### src/rtl/pair_sweeper_pkg.sv
// Shared definitions for the pair sweeper: FSM encoding, default operand
// ranges and the pair-count helper.
package pair_sweeper_pkg;

  localparam int X_W = 4;
  localparam int Y_W = 3;
  localparam int CNT_W = 6;
  localparam int RES_W = 7;

  localparam logic [2:0] ST_IDLE    = 3'd0;
  localparam logic [2:0] ST_SETUP   = 3'd1;
  localparam logic [2:0] ST_REQ     = 3'd2;
  localparam logic [2:0] ST_HOLD    = 3'd3;
  localparam logic [2:0] ST_REL     = 3'd4;
  localparam logic [2:0] ST_WAITRES = 3'd5;
  localparam logic [2:0] ST_DONE    = 3'd6;

  localparam int DEF_X_MIN        = 1;
  localparam int DEF_X_MAX        = 15;
  localparam int DEF_Y_MIN        = 4;
  localparam int DEF_Y_MAX        = 7;
  localparam int DEF_SETUP_CYCLES = 1;
  localparam int DEF_HOLD_CYCLES  = 3;

  function automatic logic [RES_W-1:0] npairs(input int x_min, input int x_max,
                                              input int y_min, input int y_max);
    int n;
    n = (x_max - x_min + 1) * (y_max - y_min + 1);
    return n[RES_W-1:0];
  endfunction

endpackage

### src/rtl/pair_sweeper_if.sv
// Operand/result handshake between the sweeper (master) and the
// multiple-test unit (slave).
interface pair_sweeper_if;
  import pair_sweeper_pkg::*;

  logic [X_W-1:0] x;
  logic [Y_W-1:0] y;
  logic           dav_;
  logic           rfd;
  logic           m;
  logic           ok;

  modport master (output x, y, dav_, input rfd, m, ok);
  modport slave  (input x, y, dav_, output rfd, m, ok);

endinterface

### src/rtl/pair_sweeper_result_tally.sv
// Counts ok rising edges and the multiples among them; runs independently of
// the handshake FSM because ok may arrive before or after rfd rises.
module pair_sweeper_result_tally
  import pair_sweeper_pkg::*;
(
  input  logic             clock,
  input  logic             reset_,
  input  logic             clear,
  input  logic             enable,
  input  logic             ok,
  input  logic             m,
  output logic [RES_W-1:0] results,
  output logic [CNT_W-1:0] count
);

  logic ok_prev;
  logic ok_rise;

  assign ok_rise = ok & ~ok_prev;

  // A start load in the same clock as an ok edge wins: counters clear.
  always_ff @(posedge clock or negedge reset_) begin
    if (!reset_) begin
      ok_prev <= 1'b0;
      results <= {RES_W{1'b0}};
      count   <= {CNT_W{1'b0}};
    end else begin
      ok_prev <= ok;
      if (clear) begin
        results <= {RES_W{1'b0}};
        count   <= {CNT_W{1'b0}};
      end else if (enable && ok_rise) begin
        results <= results + 7'd1;
        if (m && (count != 6'd63)) begin
          count <= count + 6'd1;
        end
      end
    end
  end

endmodule

### src/rtl/pair_sweeper.sv
// Sweeps every (x, y) pair in the configured range over the dav_/rfd
// handshake and reports how many pairs the downstream unit flagged as multiples.
module pair_sweeper
  import pair_sweeper_pkg::*;
#(
  parameter int X_MIN        = DEF_X_MIN,
  parameter int X_MAX        = DEF_X_MAX,
  parameter int Y_MIN        = DEF_Y_MIN,
  parameter int Y_MAX        = DEF_Y_MAX,
  parameter int SETUP_CYCLES = DEF_SETUP_CYCLES,
  parameter int HOLD_CYCLES  = DEF_HOLD_CYCLES
)
(
  input  logic             clock,
  input  logic             reset_,
  input  logic             start,
  pair_sweeper_if.master   bus,
  output logic [CNT_W-1:0] count,
  output logic             done
);

  localparam logic [X_W-1:0]   X_LO       = X_W'(X_MIN);
  localparam logic [X_W-1:0]   X_HI       = X_W'(X_MAX);
  localparam logic [Y_W-1:0]   Y_LO       = Y_W'(Y_MIN);
  localparam logic [Y_W-1:0]   Y_HI       = Y_W'(Y_MAX);
  localparam logic [7:0]       SETUP_LAST = 8'(SETUP_CYCLES - 1);
  localparam logic [7:0]       HOLD_LAST  = 8'(HOLD_CYCLES - 1);
  localparam logic [RES_W-1:0] NPAIRS     = npairs(X_MIN, X_MAX, Y_MIN, Y_MAX);

  logic [2:0]       state;
  logic [2:0]       state_nxt;
  logic [7:0]       phase;
  logic             phase_clr;
  logic             load;
  logic             advance;
  logic             last_pair;
  logic [X_W-1:0]   x_cur;
  logic [Y_W-1:0]   y_cur;
  logic             dav_cur;
  logic             done_cur;
  logic [RES_W-1:0] results;
  logic             tally_en;

  assign last_pair = (x_cur == X_HI) && (y_cur == Y_HI);
  assign tally_en  = (state != ST_IDLE) && (state != ST_DONE);

  // Next-state decode; phase keeps counting only while SETUP/HOLD dwell.
  always_comb begin
    state_nxt = state;
    phase_clr = 1'b1;
    load      = 1'b0;
    advance   = 1'b0;
    case (state)
      ST_IDLE, ST_DONE: begin
        if (start) begin
          load      = 1'b1;
          state_nxt = ST_SETUP;
        end else begin
          state_nxt = state;
        end
      end
      ST_SETUP: begin
        if (phase == SETUP_LAST) begin
          state_nxt = ST_REQ;
        end else begin
          phase_clr = 1'b0;
        end
      end
      ST_REQ: begin
        if (!bus.rfd) begin
          state_nxt = (HOLD_CYCLES == 0) ? ST_REL : ST_HOLD;
        end else begin
          state_nxt = ST_REQ;
        end
      end
      ST_HOLD: begin
        if (phase == HOLD_LAST) begin
          state_nxt = ST_REL;
        end else begin
          phase_clr = 1'b0;
        end
      end
      ST_REL: begin
        if (bus.rfd && last_pair) begin
          state_nxt = ST_WAITRES;
        end else if (bus.rfd) begin
          advance   = 1'b1;
          state_nxt = ST_SETUP;
        end else begin
          state_nxt = ST_REL;
        end
      end
      ST_WAITRES: begin
        if (results == NPAIRS) begin
          state_nxt = ST_DONE;
        end else begin
          state_nxt = ST_WAITRES;
        end
      end
      default: begin
        state_nxt = ST_IDLE;
      end
    endcase
  end

  // dav_ and done are registered from the next state so they switch with it.
  always_ff @(posedge clock or negedge reset_) begin
    if (!reset_) begin
      state    <= ST_IDLE;
      phase    <= 8'd0;
      x_cur    <= {X_W{1'b0}};
      y_cur    <= {Y_W{1'b0}};
      dav_cur  <= 1'b1;
      done_cur <= 1'b0;
    end else begin
      state    <= state_nxt;
      phase    <= phase_clr ? 8'd0 : phase + 8'd1;
      dav_cur  <= !((state_nxt == ST_REQ) || (state_nxt == ST_HOLD));
      done_cur <= (state_nxt == ST_DONE);
      if (load) begin
        x_cur <= X_LO;
        y_cur <= Y_LO;
      end else if (advance && (y_cur == Y_HI)) begin
        x_cur <= x_cur + 4'd1;
        y_cur <= Y_LO;
      end else if (advance) begin
        y_cur <= y_cur + 3'd1;
      end
    end
  end

  pair_sweeper_result_tally u_tally (
    .clock   (clock),
    .reset_  (reset_),
    .clear   (load),
    .enable  (tally_en),
    .ok      (bus.ok),
    .m       (bus.m),
    .results (results),
    .count   (count)
  );

  assign bus.x    = x_cur;
  assign bus.y    = y_cur;
  assign bus.dav_ = dav_cur;
  assign done     = done_cur;

endmodule

### src/flat_wrapper.sv
// flat-port wrapper written by rule: the top's interface ports become plain ports
module pair_sweeper_flat import pair_sweeper_pkg::*;
#(
  parameter int X_MIN        = DEF_X_MIN,
  parameter int X_MAX        = DEF_X_MAX,
  parameter int Y_MIN        = DEF_Y_MIN,
  parameter int Y_MAX        = DEF_Y_MAX,
  parameter int SETUP_CYCLES = DEF_SETUP_CYCLES,
  parameter int HOLD_CYCLES  = DEF_HOLD_CYCLES
)
  (clock, reset_, start, count, done, bus_x, bus_y, bus_dav_, bus_rfd, bus_m, bus_ok);
  pair_sweeper_if bus_i ();
  input  logic clock;
  input  logic reset_;
  input  logic start;
  output logic [CNT_W-1:0] count;
  output logic done;
  output wire logic [$bits(bus_i.x)-1:0] bus_x;
  output wire logic [$bits(bus_i.y)-1:0] bus_y;
  output wire logic [$bits(bus_i.dav_)-1:0] bus_dav_;
  input wire logic [$bits(bus_i.rfd)-1:0] bus_rfd;
  input wire logic [$bits(bus_i.m)-1:0] bus_m;
  input wire logic [$bits(bus_i.ok)-1:0] bus_ok;
  assign bus_x = bus_i.x;
  assign bus_y = bus_i.y;
  assign bus_dav_ = bus_i.dav_;
  assign bus_i.rfd = bus_rfd;
  assign bus_i.m = bus_m;
  assign bus_i.ok = bus_ok;
  pair_sweeper #(.X_MIN(X_MIN), .X_MAX(X_MAX), .Y_MIN(Y_MIN), .Y_MAX(Y_MAX), .SETUP_CYCLES(SETUP_CYCLES), .HOLD_CYCLES(HOLD_CYCLES)) u_core (.clock(clock), .reset_(reset_), .start(start), .bus(bus_i), .count(count), .done(done));
endmodule
### config.mk
export PLATFORM = sky130hd
export DESIGN_NAME = pair_sweeper_flat
export DESIGN_NICKNAME = d
export VERILOG_FILES = /design/src/rtl/pair_sweeper_pkg.sv /design/src/rtl/pair_sweeper_if.sv /design/src/rtl/pair_sweeper_result_tally.sv /design/src/rtl/pair_sweeper.sv /design/src/flat_wrapper.sv
export SDC_FILE = /design/constraint.sdc
export NUM_CORES = 1
export LEC_CHECK = 0
export CAP_MARGIN = 20
export CORE_MARGIN = 1.5
export CORE_UTILIZATION = 30
export DETAILED_ROUTE_END_ITERATION = 16
export PLACE_DENSITY = 0.54
export SLEW_MARGIN = 20
export SYNTH_ARGS = -nofsm -noshare
export SYNTH_HDL_FRONTEND = slang
export SYNTH_SLANG_ARGS = --single-unit
### constraint.sdc
create_clock -name clock -period 5.2 [get_ports clock]
set_clock_uncertainty 0.2 [all_clocks]
set_input_delay 0.52 -clock clock [delete_from_list [all_inputs] [get_ports clock]]
set_output_delay 0.52 -clock clock [all_outputs]
set_load 0.01 [all_outputs]
==> flow_summary.ini <==
[finish]
drive_above_1_share = 0.07805
postLayoutCoreUtil = 0.3702
final_cell_mix = dfrtp_1, clkdlybuf4s50_1, nor2_1
nFillCells = 599
antenna_cells = 0
nets = 219
multi_input_area_um2 = 907.1
seqCellArea_um2 = 852.1
synthToLayoutAreaGrowth_pct = 19.75
layout_commonest_cell = dfrtp_1

[sta]
period_share = 0.4045
slew_violations = 0
period_minus_slack_ns = 2.104
tightest_slew_ns = 0.6605
rsz0062_at_grt = no
tns_ns = 0
maxSlewHeadroom = 0.5567
setup_viol = 0
hold_viol = 0
max_freq_mhz = 475.4

[cts]
ctsHoldBuffers = 0
cts_root_buf = clkbuf_8
clock_path_buffers = 2
htree_levels = 2
cts.repair.resized = 0
numClockSinks = 34
clk-insertion-delay-late_ns = 0.29
cts_buffers = 5
cts_tree = done
cts_setup_buffers = 0
cts.clk_slew.worst_paths_ns = 0.07

[die]
io-pin-count = 21
die_area_um2 = 6580
core.rowCount = 28
initial_core_util = 0.3092
coreArea_um2 = 5921
die_w_um = 81.12
die_h_um = 81.12

[outcome]
outcome = finished clean

[place]
hpwl_um = 2504
io_buffers = 20
place_congestion = 0.7747

[power]
p_switching_mw = 0.3295
p_leak_nw = 0.9389
p_int_mw = 0.5517
p_per_area_nw_per_um2 = 402.0
pwr-share-seq = 0.448
vdd_drop_max_uv = 171.9
switching_share = 0.3739
pwr-share-clk = 0.232
p_comb_frac = 0.320

[logic_synthesis]
yosys-top-cells-area = dfrtp_1, ha_1, mux2i_1
ys_seq_area_frac = 0.4655
synth_top_cell_by_area = dfrtp_1
synth_edf_count = 0
synth-main-ff-cell = dfrtp_1
synthArstFlopShare = 1.000
yosysWarnings = 0
ys_ff_latch = 34
netlist_instances = 182
synth_nets = 197
netlist.area_leader.share = 0.4511
syn_area_um2 = 1831
syn_avg_cell_area_um2 = 10.06
yosysUniqueCellTypes = 43

[global_routing]
grt_max_degree = 35
grt_overflow = 0
grt_pass1_wl_um = 6230
grt_pass1_vias = 1323
antenna_found_initial = 0
grt_usage = 0.1237

[drt]
drt_iter0_drc = 72
vias = 1394
drc = 0
wirelength_um = 3613
post_drt_via_cell_ratio = 4.979
wl_per_cell_um = 12.90
drtPass1Iterations = 5
ant_nets = 0

[worst_setup_path]
crit_required_ns = 5.21
path_class = in -> reg
worstPathCellList = clkdlybuf4s50_1 -> nor2b_1 -> o21ai_2 -> or4_1 -> a21oi_1
critPathSlowestCell = or4_1
crit_arrival_ns = 2.12
slowest_delay_ns = 0.54
path_max_fanout = 17
critPathLaunchType = input port
cp-end-kind = register

[worst_hold_path]
hold_class = reg -> reg

[job]
maxCapViolCount = 0
==> cell families after synthesis <==
logic type | Yosys count | share of synthesized area
buf+inv | 17 | 0.03896
flops | 34 | 0.4655
mux | 7 | 0.03828
compound gates | 36 | 0.1292
fa+ha+maj | 9 | 0.06152
simple gates | 70 | 0.2235
xor+xnor | 9 | 0.04306
==> Yosys cell counts, drive strengths merged, types with 7 or more instances <==
library cell / n
dfrtp: 33
nor2: 16
nand3: 15
o21ai: 12
inv: 11
nand2: 10
ha: 9
mux2i: 7
xor2: 7
==> power groups by stage <==
| stage | registers, mW | clock network, mW | logic [mW] |
|---|---|---|---|
| 4_1_cts | 0.395 | 0.213 | 0.289 |
| 3_3_place_gp | 0.402 | 0 | 0.285 |
| 5_1_grt | 0.407 | 0.221 | 0.324 |
| 3_5_place_dp | 0.400 | 0 | 0.287 |
| 2_1_floorplan | 0.370 | 0 | 0.216 |
| 6_report | 0.395 | 0.204 | 0.282 |
==> registers in the layout (all words and copies together), names as in the netlist <==
register,flops
u_core.bus.dav_,1
u_core.bus.x,4
u_core.bus.y,3
u_core.done,1
u_core.phase,8
u_core.state,3
u_core.u_tally.count,6
u_core.u_tally.ok_prev,1
u_core.u_tally.results,7
==> per-layer routing <==
layer,global-route usage,up-vias,wire length [um]
li1,-,697,-
met3,0.03371,7,122
met5,0,-,0
met1,0.1547,674,1718
met2,0.1992,16,1708
met4,0.05517,0,65
==> final timing paths <==
kind / slack [ns] / endpoint / cells past startpoint / startpoint
worst max register to register: 3.15 / u_core.u_tally.count[5] / 4 / u_core.state[1]
worst max-delay path: 3.10 / u_core.u_tally.count[5] / 5 / bus_ok
worst min-delay path: 0.33 / u_core.u_tally.count[4] / 1 / u_core.u_tally.count[4]
min in group asynchronous: 0.44 / u_core.bus.x[2] / 2 / reset_
max in group asynchronous: 4.02 / u_core.bus.dav_ / 2 / reset_
worst min register to register: 0.33 / u_core.u_tally.count[4] / 1 / u_core.u_tally.count[4]
==> area by class of cell <==
class / instances / area share
Multi-Input combinational cell: 131 / 0.4138
Clock buffer: 8 / 0.04110
Sequential cell: 34 / 0.3887
Tap cell: 75 / 0.04281
Inverter: 11 / 0.01884
Timing Repair Buffer: 21 / 0.09475
==> metrics by stage <==
stage                     area, um2  std cells  total power [mW]  hold slack, ns  worst slack, ns
after global routing           2192        280            0.9520          0.3842            2.978
after CTS                      2192        280            0.8966          0.3321            3.107
after global placement         2102        272            0.6872          0.3180            2.814
after floorplan                1831        182            0.5866         0.02441            3.307
final                          2192        280            0.8812          0.3312            3.096
after detailed placement       2102        272            0.6874          0.3217            2.794
==> critical path: cells and delay by family <==
| kind | cells | cell delay, ns |
|---|---|---|
| AOI/OAI and AO/OA | 2 | 0.37 |
| buffers and inverters | 1 | 0.48 |
| and+or+nand+nor | 2 | 0.75 |
No activity file was read; power rests on OpenSTA's default activity.
